File: config.mk
export PLATFORM = sky130hd
export DESIGN_NAME = uart_tx_arbiter
export DESIGN_NICKNAME = d
export VERILOG_FILES = /design/src/rtl/uart_tx_arbiter.sv
export SDC_FILE = /design/constraint.sdc
export NUM_CORES = 1
export LEC_CHECK = 0
export ABC_CLOCK_PERIOD_IN_PS = 1650
export CAP_MARGIN = 0
export CORE_MARGIN = 2
export CORE_UTILIZATION = 27
export CTS_CLUSTER_SIZE = 8
export DETAILED_ROUTE_END_ITERATION = 7
export PLACE_DENSITY_LB_ADDON = 0.2
export SLEW_MARGIN = 20
export SYNTH_ARGS = -nofsm -noshare
export SYNTH_HDL_FRONTEND = slang
export SYNTH_SLANG_ARGS = --single-unit
File: constraint.sdc
create_clock -name CLK -period 1.65 [get_ports CLK]
set_input_delay 0.33 -clock CLK [delete_from_list [all_inputs] [get_ports CLK]]
set_output_delay 0.33 -clock CLK [all_outputs]
set_load 0.02 [all_outputs]
File: src/rtl/uart_tx_arbiter.sv
// uart_tx_arbiter: round-robin arbiter between two byte producers feeding a
// single 8N1 UART transmitter. Bit timing is taken from the BCLK oversampling
// tick (BAUDCLOCK ticks per bit).
// Optional feature: define UART_TX_PARITY_EN to insert an even parity bit
// between the data bits and the stop bit.
module uart_tx_arbiter #(
    parameter int BAUDCLOCK = 16,
    parameter int DATA_BITS = 8
) (
    input  logic                 CLK,
    input  logic                 RST_N,
    input  logic                 BCLK,
    input  logic                 REQ0,
    input  logic [DATA_BITS-1:0] DATA0,
    output logic                 ACK0,
    input  logic                 REQ1,
    input  logic [DATA_BITS-1:0] DATA1,
    output logic                 ACK1,
    output logic                 TX,
    output logic                 BUSY,
    output logic                 GRANT
);
    localparam int TW = (BAUDCLOCK > 1) ? $clog2(BAUDCLOCK) : 1;
    localparam int BW = (DATA_BITS > 1) ? $clog2(DATA_BITS) : 1;
    localparam logic [TW-1:0] TLAST = TW'(BAUDCLOCK - 1);
    localparam logic [BW-1:0] BLAST = BW'(DATA_BITS - 1);

`ifdef UART_TX_PARITY_EN
    typedef enum logic [2:0] {IDLE, START, DATA, PARITY, STOP} state_t;
`else
    typedef enum logic [1:0] {IDLE, START, DATA, STOP} state_t;
`endif

    state_t               state, state_nx;
    logic [TW-1:0]        tcnt, tcnt_nx;
    logic [BW-1:0]        bidx, bidx_nx;
    logic [DATA_BITS-1:0] shreg, shreg_nx;
    logic                 last, last_nx;
    logic                 tx_nx, busy_nx, ack0_nx, ack1_nx, grant_nx;
`ifdef UART_TX_PARITY_EN
    logic                 par, par_nx;
`endif

    logic bit_end;
    logic win0, win1;

    // A bit ends on the final BCLK tick of its BAUDCLOCK-tick window.
    assign bit_end = BCLK && (tcnt == TLAST);

    // Single request wins outright; a tie goes to the producer that did not win last.
    assign win0 = REQ0 && (!REQ1 || last);
    assign win1 = REQ1 && (!REQ0 || !last);

    // Next-state, datapath and registered-output precomputation.
    always_comb begin
        state_nx = state;
        tcnt_nx  = tcnt;
        bidx_nx  = bidx;
        shreg_nx = shreg;
        last_nx  = last;
        grant_nx = GRANT;
        ack0_nx  = 1'b0;
        ack1_nx  = 1'b0;
`ifdef UART_TX_PARITY_EN
        par_nx   = par;
`endif

        // Ticks only matter while a frame is in flight; IDLE ignores them.
        if (state != IDLE && BCLK)
            tcnt_nx = bit_end ? '0 : tcnt + TW'(1);

        case (state)
            IDLE: begin
                if (win0) begin
                    shreg_nx = DATA0;
                    ack0_nx  = 1'b1;
                    grant_nx = 1'b0;
                    last_nx  = 1'b0;
                    tcnt_nx  = '0;
                    state_nx = START;
`ifdef UART_TX_PARITY_EN
                    par_nx   = ^DATA0;
`endif
                end else if (win1) begin
                    shreg_nx = DATA1;
                    ack1_nx  = 1'b1;
                    grant_nx = 1'b1;
                    last_nx  = 1'b1;
                    tcnt_nx  = '0;
                    state_nx = START;
`ifdef UART_TX_PARITY_EN
                    par_nx   = ^DATA1;
`endif
                end
            end
            START: begin
                if (bit_end) begin
                    state_nx = DATA;
                    bidx_nx  = '0;
                end
            end
            DATA: begin
                if (bit_end) begin
                    shreg_nx = shreg >> 1;
                    if (bidx == BLAST)
`ifdef UART_TX_PARITY_EN
                        state_nx = PARITY;
`else
                        state_nx = STOP;
`endif
                    else
                        bidx_nx = bidx + BW'(1);
                end
            end
`ifdef UART_TX_PARITY_EN
            PARITY: begin
                if (bit_end) state_nx = STOP;
            end
`endif
            STOP: begin
                if (bit_end) state_nx = IDLE;
            end
            default: state_nx = IDLE;
        endcase

        // Line level is a function of the state being entered, so TX is registered.
        tx_nx = 1'b1;
        case (state_nx)
            START:   tx_nx = 1'b0;
            DATA:    tx_nx = shreg_nx[0];
`ifdef UART_TX_PARITY_EN
            PARITY:  tx_nx = par_nx;
`endif
            default: tx_nx = 1'b1;
        endcase
        busy_nx = (state_nx != IDLE);
    end

    // State and output registers; reset drops any partial frame.
    always_ff @(posedge CLK or negedge RST_N) begin
        if (!RST_N) begin
            state <= IDLE;
            tcnt  <= '0;
            bidx  <= '0;
            shreg <= '0;
            last  <= 1'b1;
            TX    <= 1'b1;
            BUSY  <= 1'b0;
            ACK0  <= 1'b0;
            ACK1  <= 1'b0;
            GRANT <= 1'b0;
`ifdef UART_TX_PARITY_EN
            par   <= 1'b0;
`endif
        end else begin
            state <= state_nx;
            tcnt  <= tcnt_nx;
            bidx  <= bidx_nx;
            shreg <= shreg_nx;
            last  <= last_nx;
            TX    <= tx_nx;
            BUSY  <= busy_nx;
            ACK0  <= ack0_nx;
            ACK1  <= ack1_nx;
            GRANT <= grant_nx;
`ifdef UART_TX_PARITY_EN
            par   <= par_nx;
`endif
        end
    end

endmodule

# Word level (Yosys, flattened, before mapping)
# Index checks and enable logic that the tools add are counted.
# classes
muxes	28
addsub	2
n_eq_ne	11
n_reduce_logical	18
# op_table
cell	n
2-to-1 mux 8 bit	3
2-to-1 mux 4 bit	5
case mux 8 bit (2 select lines)	1
2-to-1 mux 2 bit	6
nonzero test 2 bit	5
2-to-1 mux 3 bit	3
case mux 2 bit (4 select lines)	1
2-to-1 mux 1 bit	7
== test 2 bit (second input constant)	3
!= test 2 bit (second input constant)	3
case mux 3 bit (2 select lines)	1
adder 4 x 1 -> 4 bit (second input constant)	1
== test 2 x 1 -> 1 bit (second input constant)	2
== test 4 bit (second input constant)	1
logical AND 1 bit	4
AND reduction 4 bit	1
adder 3 x 1 -> 3 bit (second input constant)	1
== test 3 bit (second input constant)	1
logical NOT 1 bit	3
!= test 3 bit (second input constant)	1
AND reduction 3 bit	1
logical NOT 2 bit	1
logical OR 1 bit	2
case mux 1 bit (2 select lines)	1
AND reduction 2 bit	1
# totals
inputBits	21
regBits	23

# Depth between registers and ports, before layout
# Gate-level depths: netlist of run 1.
# logic_depth
depth_word	8
depth_mapped	6
depth_no_buf	6

# Least setup slack after synthesis of run 1
# No wires, ideal clock.
# synth_path
path_type	reg-to-reg
startpoint	register tcnt[0]
endpoint	register TX
arrival_time_ps	1589
path_slack_ps	-22
setup_time_ps	83
t_required_ps	1567
path_stages_with_launch	6
synth_period_minus_slack_ps	1672
path_cell_list	dfrtp_1 ha_1 and4_4 mux2_2 o211a_1 a41oi_1
# synth_via
elab_chain_len	6
elab_cells_between_ends	11
cone_classes	eq/ne (3); mux (7); reduce/logical (1)
# synth_rtl
element	line	text
from (decl)	35	logic [TW-1:0] tcnt, tcnt_nx;
from (signal assigned)	157	tcnt <= tcnt_nx;
== test 4 bit (*)	48	assign bit_end = BCLK && (tcnt == TLAST);
logical AND 1 bit (*)	48	
2-to-1 mux 2 bit, on equally long branches	121, 103, 97	
case mux 2 bit (4 select lines)	72	case (state)
== test 2 bit / == test 2 x 1 -> 1 bit (equally long branches)	128	case (state_nx)
case mux 1 bit (2 select lines) (*)	128	
via tx_nx	39	logic tx_nx, busy_nx, ack0_nx, ack1_nx, grant_nx;
to (signal assigned)	161	TX <= tx_nx;
to (decl)	19	output logic TX,
# Mark *: on every way through the listed nets, which the timed path passes. The rest lies on a longest branch. The select of a mux whose other input is x is not followed.
# A chain may end at the register's enable or synchronous reset.

# Worst setup path after layout of run 1
# layout_path
startpoint	register bidx[0]
endpoint	register TX
# layout_via
elab_chain_len	6
elab_cells_between_ends	7
cone_classes	eq/ne (3); mux (4)
# layout_rtl
element	line	text
from (decl)	36	logic [BW-1:0] bidx, bidx_nx;
from (signal assigned)	158	bidx <= bidx_nx;
== test 3 bit (*)	105	if (bidx == BLAST)
2-to-1 mux 2 bit (*)	105	
2-to-1 mux 2 bit (*)	103	if (bit_end) begin
case mux 2 bit (4 select lines) (*)	72	
== test 2 bit / == test 2 x 1 -> 1 bit (equally long branches)	128	
case mux 1 bit (2 select lines) (*)	128	
via tx_nx	39	
# Mark *: on every way through the listed nets, which the timed path passes. The rest lies on a longest branch.

==> flow_summary.toml, run 1 <==
[detailed_routing]
finalWirelength_mm = 2.76
vias_per_cell = 4.76
drtPass1Iterations = 6
routed.top_layer = "met4"
wire_per_inst_um = 13.0
route.met2.wl_mm = 1.35
drt.antenna.violating_nets = 0
final_routed_drc_violation_total = 0
drtIter0Drc = 61
vias = 1010
met1_length_mm = 1.25
met3RoutedLength_um = 128

[global_routing]
first_pass_grt_wire_length_mm = 4.56
pin_count_of_the_biggest_net_entering_global_routing = 24
first_global_vias = 973
grt-ovfl-total = 0
grt_use_total_pct = 11.5
grt_antenna_before_repair = 0

[placement]
io_buffer_count = 25
hpwlAfterDp_mm = 1.97
gp_congestion = 0.761
place_ws_ns = -0.206
placedCellCount = 207

[sta]
report.final.slew_viol_count = 0
slew-limit-headroom_pct = 76.6
clock.fmax_ghz = 0.611
worst_clock_skew_ns = 0.00217
period_share_pct = 99.2
rsz0062_at_grt = "yes"
setup_viol = 0
worst_pin_slew_ns = 0.348
worst_slack_ns = 0.0134
post-route-min-period_ns = 1.64
setup_total_negative_slack_ns = 0
timing_hold_violations_final = 0

[floorplan]
die_y_um = 70.6
initial_utilization_pct = 27.7
die-width_um = 70.6
core_mm2 = 0.00432
std_cell_rows = 24
floorplan.die_area_mm2 = 0.00498
ios = 26

[critical_path]
ff2ff_setup_slack_ns = 0.01
critical_path.endpoint_type = "flip-flop"
critical_path.n_buffers_inverters = 0
reg2reg_from = "bidx[0]"
critical_path.max_stage_delay_ns = 0.39
path_type_of_the_worst_setup_path = "flip-flop to flip-flop"
worst_r2r_endpoint = "TX"
path_cells = "ha_2 -> ha_4 -> and3b_1 -> mux2_4 -> o211a_1 -> a41oi_2"
rr_worst_depth = 6
critPathMaxFanout = 4
crit_cells = 6
critical_path_required_time_ns = 1.85
worstSetupStartpointType = "flip-flop"
slowest_stage = "sky130_fd_sc_hd__dfrtp_1"
worstPathArrival_ns = 1.84
path_delay_family = "flip-flops"

[yosys]
synthTopCellsByArea = "sky130_fd_sc_hd__dfrtp_1, sky130_fd_sc_hd__nand2_1, sky130_fd_sc_hd__a22oi_1, sky130_fd_sc_hd__dfstp_2, sky130_fd_sc_hd__o211ai_1"
synthCells = 115
ys_seq_elements = 23
synthDominantAreaCellType = "sky130_fd_sc_hd__dfrtp_1"
synth.yosys.seq_area_share_pct = 48.3
post_synth.cell_area_avg_um2 = 10.4
synthDistinctLibCells = 35
synthDominantCellAreaShare_pct = 43.9
syn-cell-area_mm2 = 0.00120
yosysWarningCount = 0
synth_fp_nets = 139

[clock_tree]
clk_transition_reported_paths_ns = 0.09
cts.sinks = 23
cts.htree.levels = 1
tritoncts = "done"
clock_latency_ns = 0.27
tritoncts.num_buffers = 3
root_buffer = "sky130_fd_sc_hd__clkbuf_8"
clockBufferDepth = 2

[job]
maxCapViolations = 0

[run_status]
run_status = "finished, final reports clean"

[final_layout]
final_core_util_pct = 39.8
syn2layout_area_growth_pct = 43.7
final_common_cell = "sky130_fd_sc_hd__clkdlybuf4s50_1"
fraction_of_layout_cells_with_a_size_suffix_above_1_pct = 26.9
layout_common_cells = "sky130_fd_sc_hd__clkdlybuf4s50_1, sky130_fd_sc_hd__buf_4, sky130_fd_sc_hd__dfrtp_1, sky130_fd_sc_hd__nand2_1, sky130_fd_sc_hd__nor2_1"
finish.net_count = 185
fillCellCount = 424
antenna_cells_inserted = 0
post_layout_nonfiller_instances = 212

[worst_hold_path]
hp-class = "input port to asynchronous set/reset pin"

[pwr]
pwr_density_cell_mw_per_mm2 = 1270
power_leakage_uw = 0.000734
vdd_drop_max_mv = 0.529
[per-layer routing]
metal / GRT usage (%) / up-vias
met5: 0 / -
met4: 2.52 / 0
met3: 3.42 / 4
met2: 19.6 / 20
met1: 14.4 / 471
li1: - / 515
[where the power goes]
group | total (uW) | switching (uW) | leakage (uW) | internal [uW]
Clock | 373 | 202 | 0.0000217 | 171
Sequential | 971 | 187 | 0.000283 | 783
Combinational | 838 | 383 | 0.000429 | 455
Total | 2180 | 772 | 0.000734 | 1410
[kinds of logic (layout without fill, tap and decap cells)]
family	Yosys count	in the layout	synth area share [%]
AO/OA/AOI/OAI	34	34	21.1
XOR/XNOR	1	1	0.732
adder cells (fa/ha/maj)	3	3	3.14
buffers and inverters	6	51	3.87
flip-flops	23	23	48.3
multiplexers	4	4	3.55
AND/OR/NAND/NOR	44	44	19.3
[final cells by class]
class	count	area, um^2	share of cell area, %
Sequential cell	23	579	33.7
Clock buffer	3	41.3	2.40
Timing Repair Buffer	46	407	23.6
Clock inverter	1	7.51	0.436
Tap cell	52	65.1	3.78
Inverter	1	3.75	0.218
Multi-Input combinational cell	86	617	35.9
[through the flow]
stage / instance area (um^2) / hold WS, ns / power [uW]
floorplan: 1200 / 0.0344 / 1430
global placement: 1620 / 0.485 / 1740
detailed placement: 1620 / 0.495 / 1770
CTS: 1700 / 0.423 / 2150
global route: 1720 / 0.454 / 2350
finish: 1720 / 0.404 / 2180
[registers in the layout (all words and copies together) (netlist names)]
register	flops
BUSY	1
GRANT	1
bidx	3
tcnt	4
TX	1
last	1
state	2
ACK1	1
ACK0	1
shreg	8
[timing repair]
action	4_1_cts	5_1_grt
setup buffers	0	1
resized for setup	6	3
hold buffers	0	0
gates cloned	0	0
pin swaps	1	1
setup endpoints to repair	3	5
[Yosys cell counts]
master / n
sky130_fd_sc_hd__dfrtp_1: 21
sky130_fd_sc_hd__nand2_1: 20
sky130_fd_sc_hd__nor2_1: 9
sky130_fd_sc_hd__a22oi_1: 8
sky130_fd_sc_hd__o211ai_1: 6
sky130_fd_sc_hd__a22o_1: 5
sky130_fd_sc_hd__o21ai_0: 4
sky130_fd_sc_hd__buf_2: 3
sky130_fd_sc_hd__ha_1: 3
sky130_fd_sc_hd__a21oi_1: 2
sky130_fd_sc_hd__and3_2: 2
sky130_fd_sc_hd__clkbuf_8: 2
sky130_fd_sc_hd__dfstp_2: 2
sky130_fd_sc_hd__mux2_2: 2
sky130_fd_sc_hd__mux2i_1: 2
sky130_fd_sc_hd__nand2b_1: 2
sky130_fd_sc_hd__nor3_1: 2
sky130_fd_sc_hd__o21a_1: 2
sky130_fd_sc_hd__or3_1: 2
sky130_fd_sc_hd__a211oi_2: 1
sky130_fd_sc_hd__a21o_1: 1
sky130_fd_sc_hd__a31oi_1: 1
sky130_fd_sc_hd__a41oi_1: 1
sky130_fd_sc_hd__and3b_1: 1
sky130_fd_sc_hd__and4_4: 1
sky130_fd_sc_hd__inv_1: 1
sky130_fd_sc_hd__nand2b_2: 1
sky130_fd_sc_hd__nand3_1: 1
sky130_fd_sc_hd__nand4_4: 1
sky130_fd_sc_hd__nor2b_1: 1
sky130_fd_sc_hd__o211a_1: 1
sky130_fd_sc_hd__o21ai_1: 1
sky130_fd_sc_hd__o21ai_2: 1
sky130_fd_sc_hd__or3_4: 1
sky130_fd_sc_hd__xor2_1: 1
[how the worst max path moves through the flow]
stage / start / end / slack [ns]
after floorplan: bidx[0] / TX / 0.01
after global placement: BCLK / TX / -0.17
after detailed placement: BCLK / TX / -0.21
after CTS: bidx[0] / TX / -0.004
after global routing: bidx[1] / TX / -0.01
final: bidx[0] / TX / 0.01
Note: power is estimated with default switching activity, not from simulation.
==> run 2, diff against run 1 <==
- CTS_CLUSTER_SIZE: 8 -> 24
==> results of run 2 <==
Same layout as run 1: the final DEF is identical, and so are final timing and power.
==> run 3, diff against run 2 <==
- CAP_MARGIN: 0 -> 20
- CORE_MARGIN: 2 -> not set
==> run 3 against run 2 <==
Against the previous run:
- the run now ends with negative setup slack left
- total power rose by 1.9%
- final area rose by 2.8%
- clock power fell by 5%
- sequential power fell by 3.3%
- flip-flop and latch count did not move
- die area fell by 5.6%
- largest power group unchanged
==> flow_summary.toml, run 3 (same netlist as run 1, synthesis figures left out) <==
[sta]
worst_pin_slew_ns = 0.356
setup_viol = 1
timing_hold_violations_final = 0
post-route-min-period_ns = 1.66
rsz0062_at_grt = "yes"
report.final.slew_viol_count = 0
worst_clock_skew_ns = 0.00895
worst_slack_ns = -0.00929
slew-limit-headroom_pct = 76.0
period_share_pct = 101
clock.fmax_ghz = 0.603
fin_hold_ws_ns = 0.408

[clock_tree]
tritoncts = "done"
cts.htree.levels = 1
clockBufferDepth = 2
clk_transition_reported_paths_ns = 0.09
cts-hold-fix-buffers = 0
cts.sinks = 23
tritoncts.num_buffers = 3
root_buffer = "sky130_fd_sc_hd__clkbuf_8"
clock_latency_ns = 0.27
cts.repair_timing.setup_buffer_count = 0

[worst_hold_path]
hp-class = "input port to asynchronous set/reset pin"

[final_layout]
antenna_cells_inserted = 0
reg.largest.list = "shreg (8), tcnt (4), bidx (3)"
largest_register = "shreg"
fillCellCount = 390
final_common_cell = "sky130_fd_sc_hd__clkdlybuf4s50_1"
largest_register_ff_count = 8
finish.instance_area_mm2 = 0.00177
layout_common_cells = "sky130_fd_sc_hd__clkdlybuf4s50_1, sky130_fd_sc_hd__buf_4, sky130_fd_sc_hd__dfrtp_1, sky130_fd_sc_hd__nand2_1, sky130_fd_sc_hd__nor2_1"
syn2layout_area_growth_pct = 47.8
fraction_of_layout_cells_with_a_size_suffix_above_1_pct = 28.0
finish.net_count = 189

[floorplan]
core_mm2 = 0.00412
floorplan.die_area_mm2 = 0.00471
initial_utilization_pct = 29.1
std_cell_rows = 23
die_y_um = 68.6
ios = 26
die-width_um = 68.6

[critical_path]
critical_path.max_stage_delay_ns = 0.39
critical_path.endpoint_type = "flip-flop"
path_type_of_the_worst_setup_path = "flip-flop to flip-flop"
worstPathArrival_ns = 1.85
critPathMaxFanout = 4
worstSetupStartpointType = "flip-flop"
path_cells = "ha_2 -> ha_4 -> and3b_1 -> mux2_4 -> o211a_1 -> a41oi_2"
slowest_stage = "sky130_fd_sc_hd__dfrtp_1"
critical_path_required_time_ns = 1.84

[global_routing]
grt_use_total_pct = 14.3
grt_antenna_before_repair = 0
pin_count_of_the_biggest_net_entering_global_routing = 24
first_global_vias = 1029
grt-ovfl-total = 0
first_pass_grt_wire_length_mm = 4.82

[detailed_routing]
finalWirelength_mm = 2.81
drtPass1Iterations = 4
drtIter0Drc = 67
vias_per_cell = 4.77
final_routed_drc_violation_total = 0
vias = 1020
wire_per_inst_um = 13.1
drt.antenna.violating_nets = 0

[placement]
gp_congestion = 0.787
io_buffer_count = 25
hpwlAfterDp_mm = 2.12
placement.cell_area_mm2 = 0.00168

[pwr]
power_leakage_uw = 0.000762
vdd_drop_max_mv = 0.524
pwr_density_cell_mw_per_mm2 = 1260

[job]
maxCapViolations = 0

[run_status]
run_status = "finished with violations"
failed_checks = "negative setup slack"
run 3: changes by cell type in the layout (fill, tap and decap cells not counted):
cell	change
sky130_fd_sc_hd__buf_4	+2
sky130_fd_sc_hd__clkbuf_1	+1
sky130_fd_sc_hd__clkinvlp_4	-1
sky130_fd_sc_hd__buf_12	+2
run 3: critical path: cells and delay by family, from the launching register on:
family / cells / cell delay, ns
compound gates: 2 / 0.40
mux: 1 / 0.28
fa+ha+maj: 2 / 0.36
simple gates: 1 / 0.17
flops: 1 / 0.39
run 3: area by class of cell:
class	instances	area (um^2)	share of cell area, %
multi-input cells	86	617	34.9
flip-flops and latches	23	579	32.7
repair buffers	50	462	26.1
well taps	50	62.6	3.54
clock buffers	4	45.0	2.55
inverters	1	3.75	0.212
run 3: metal layers:
metal,wire length [um],vias to the layer above,track usage (%)
met4,34,0,4.69
met5,0,-,0
li1,-,522,-
met1,1280,468,18.4
met2,1350,26,22.4
met3,142,4,4.61
run 3: stage by stage:
stage	util, %	setup WS [ns]	setup TNS [ns]	total power [uW]	cells
after global placement	40.9	-0.174	-1.09	1800	210
after global routing	43.0	-0.0647	-0.0808	2420	214
after detailed placement	40.9	-0.198	-1.37	1850	210
after CTS	42.6	-0.00388	-0.00388	2230	214
after floorplan	-	0.0127	0	1430	115
final	43.0	-0.00929	-0.00929	2220	214
run 3: report_power, final:
part	internal, uW	switching, uW	total [uW]
logic	506	425	931
clock network	172	181	354
registers	783	155	939
total	1460	761	2220
run 3: final timing paths:
check,from,to,slack (ns),cells after the start
setup reg to reg,bidx[0],TX,-0.009,6
hold / removal,RST_N,tcnt[2],0.41,2
hold reg to reg,GRANT,GRANT,0.51,2
max in group asynchronous,RST_N,last,0.94,2
setup / recovery,bidx[0],TX,-0.009,6
min in group CLK,GRANT,GRANT,0.51,2
run 3: timing repair:
action	CTS	global route
resized for setup	6	3
pin swaps	1	1
endpoints found under the hold margin	0	0
setup endpoints to repair	3	10
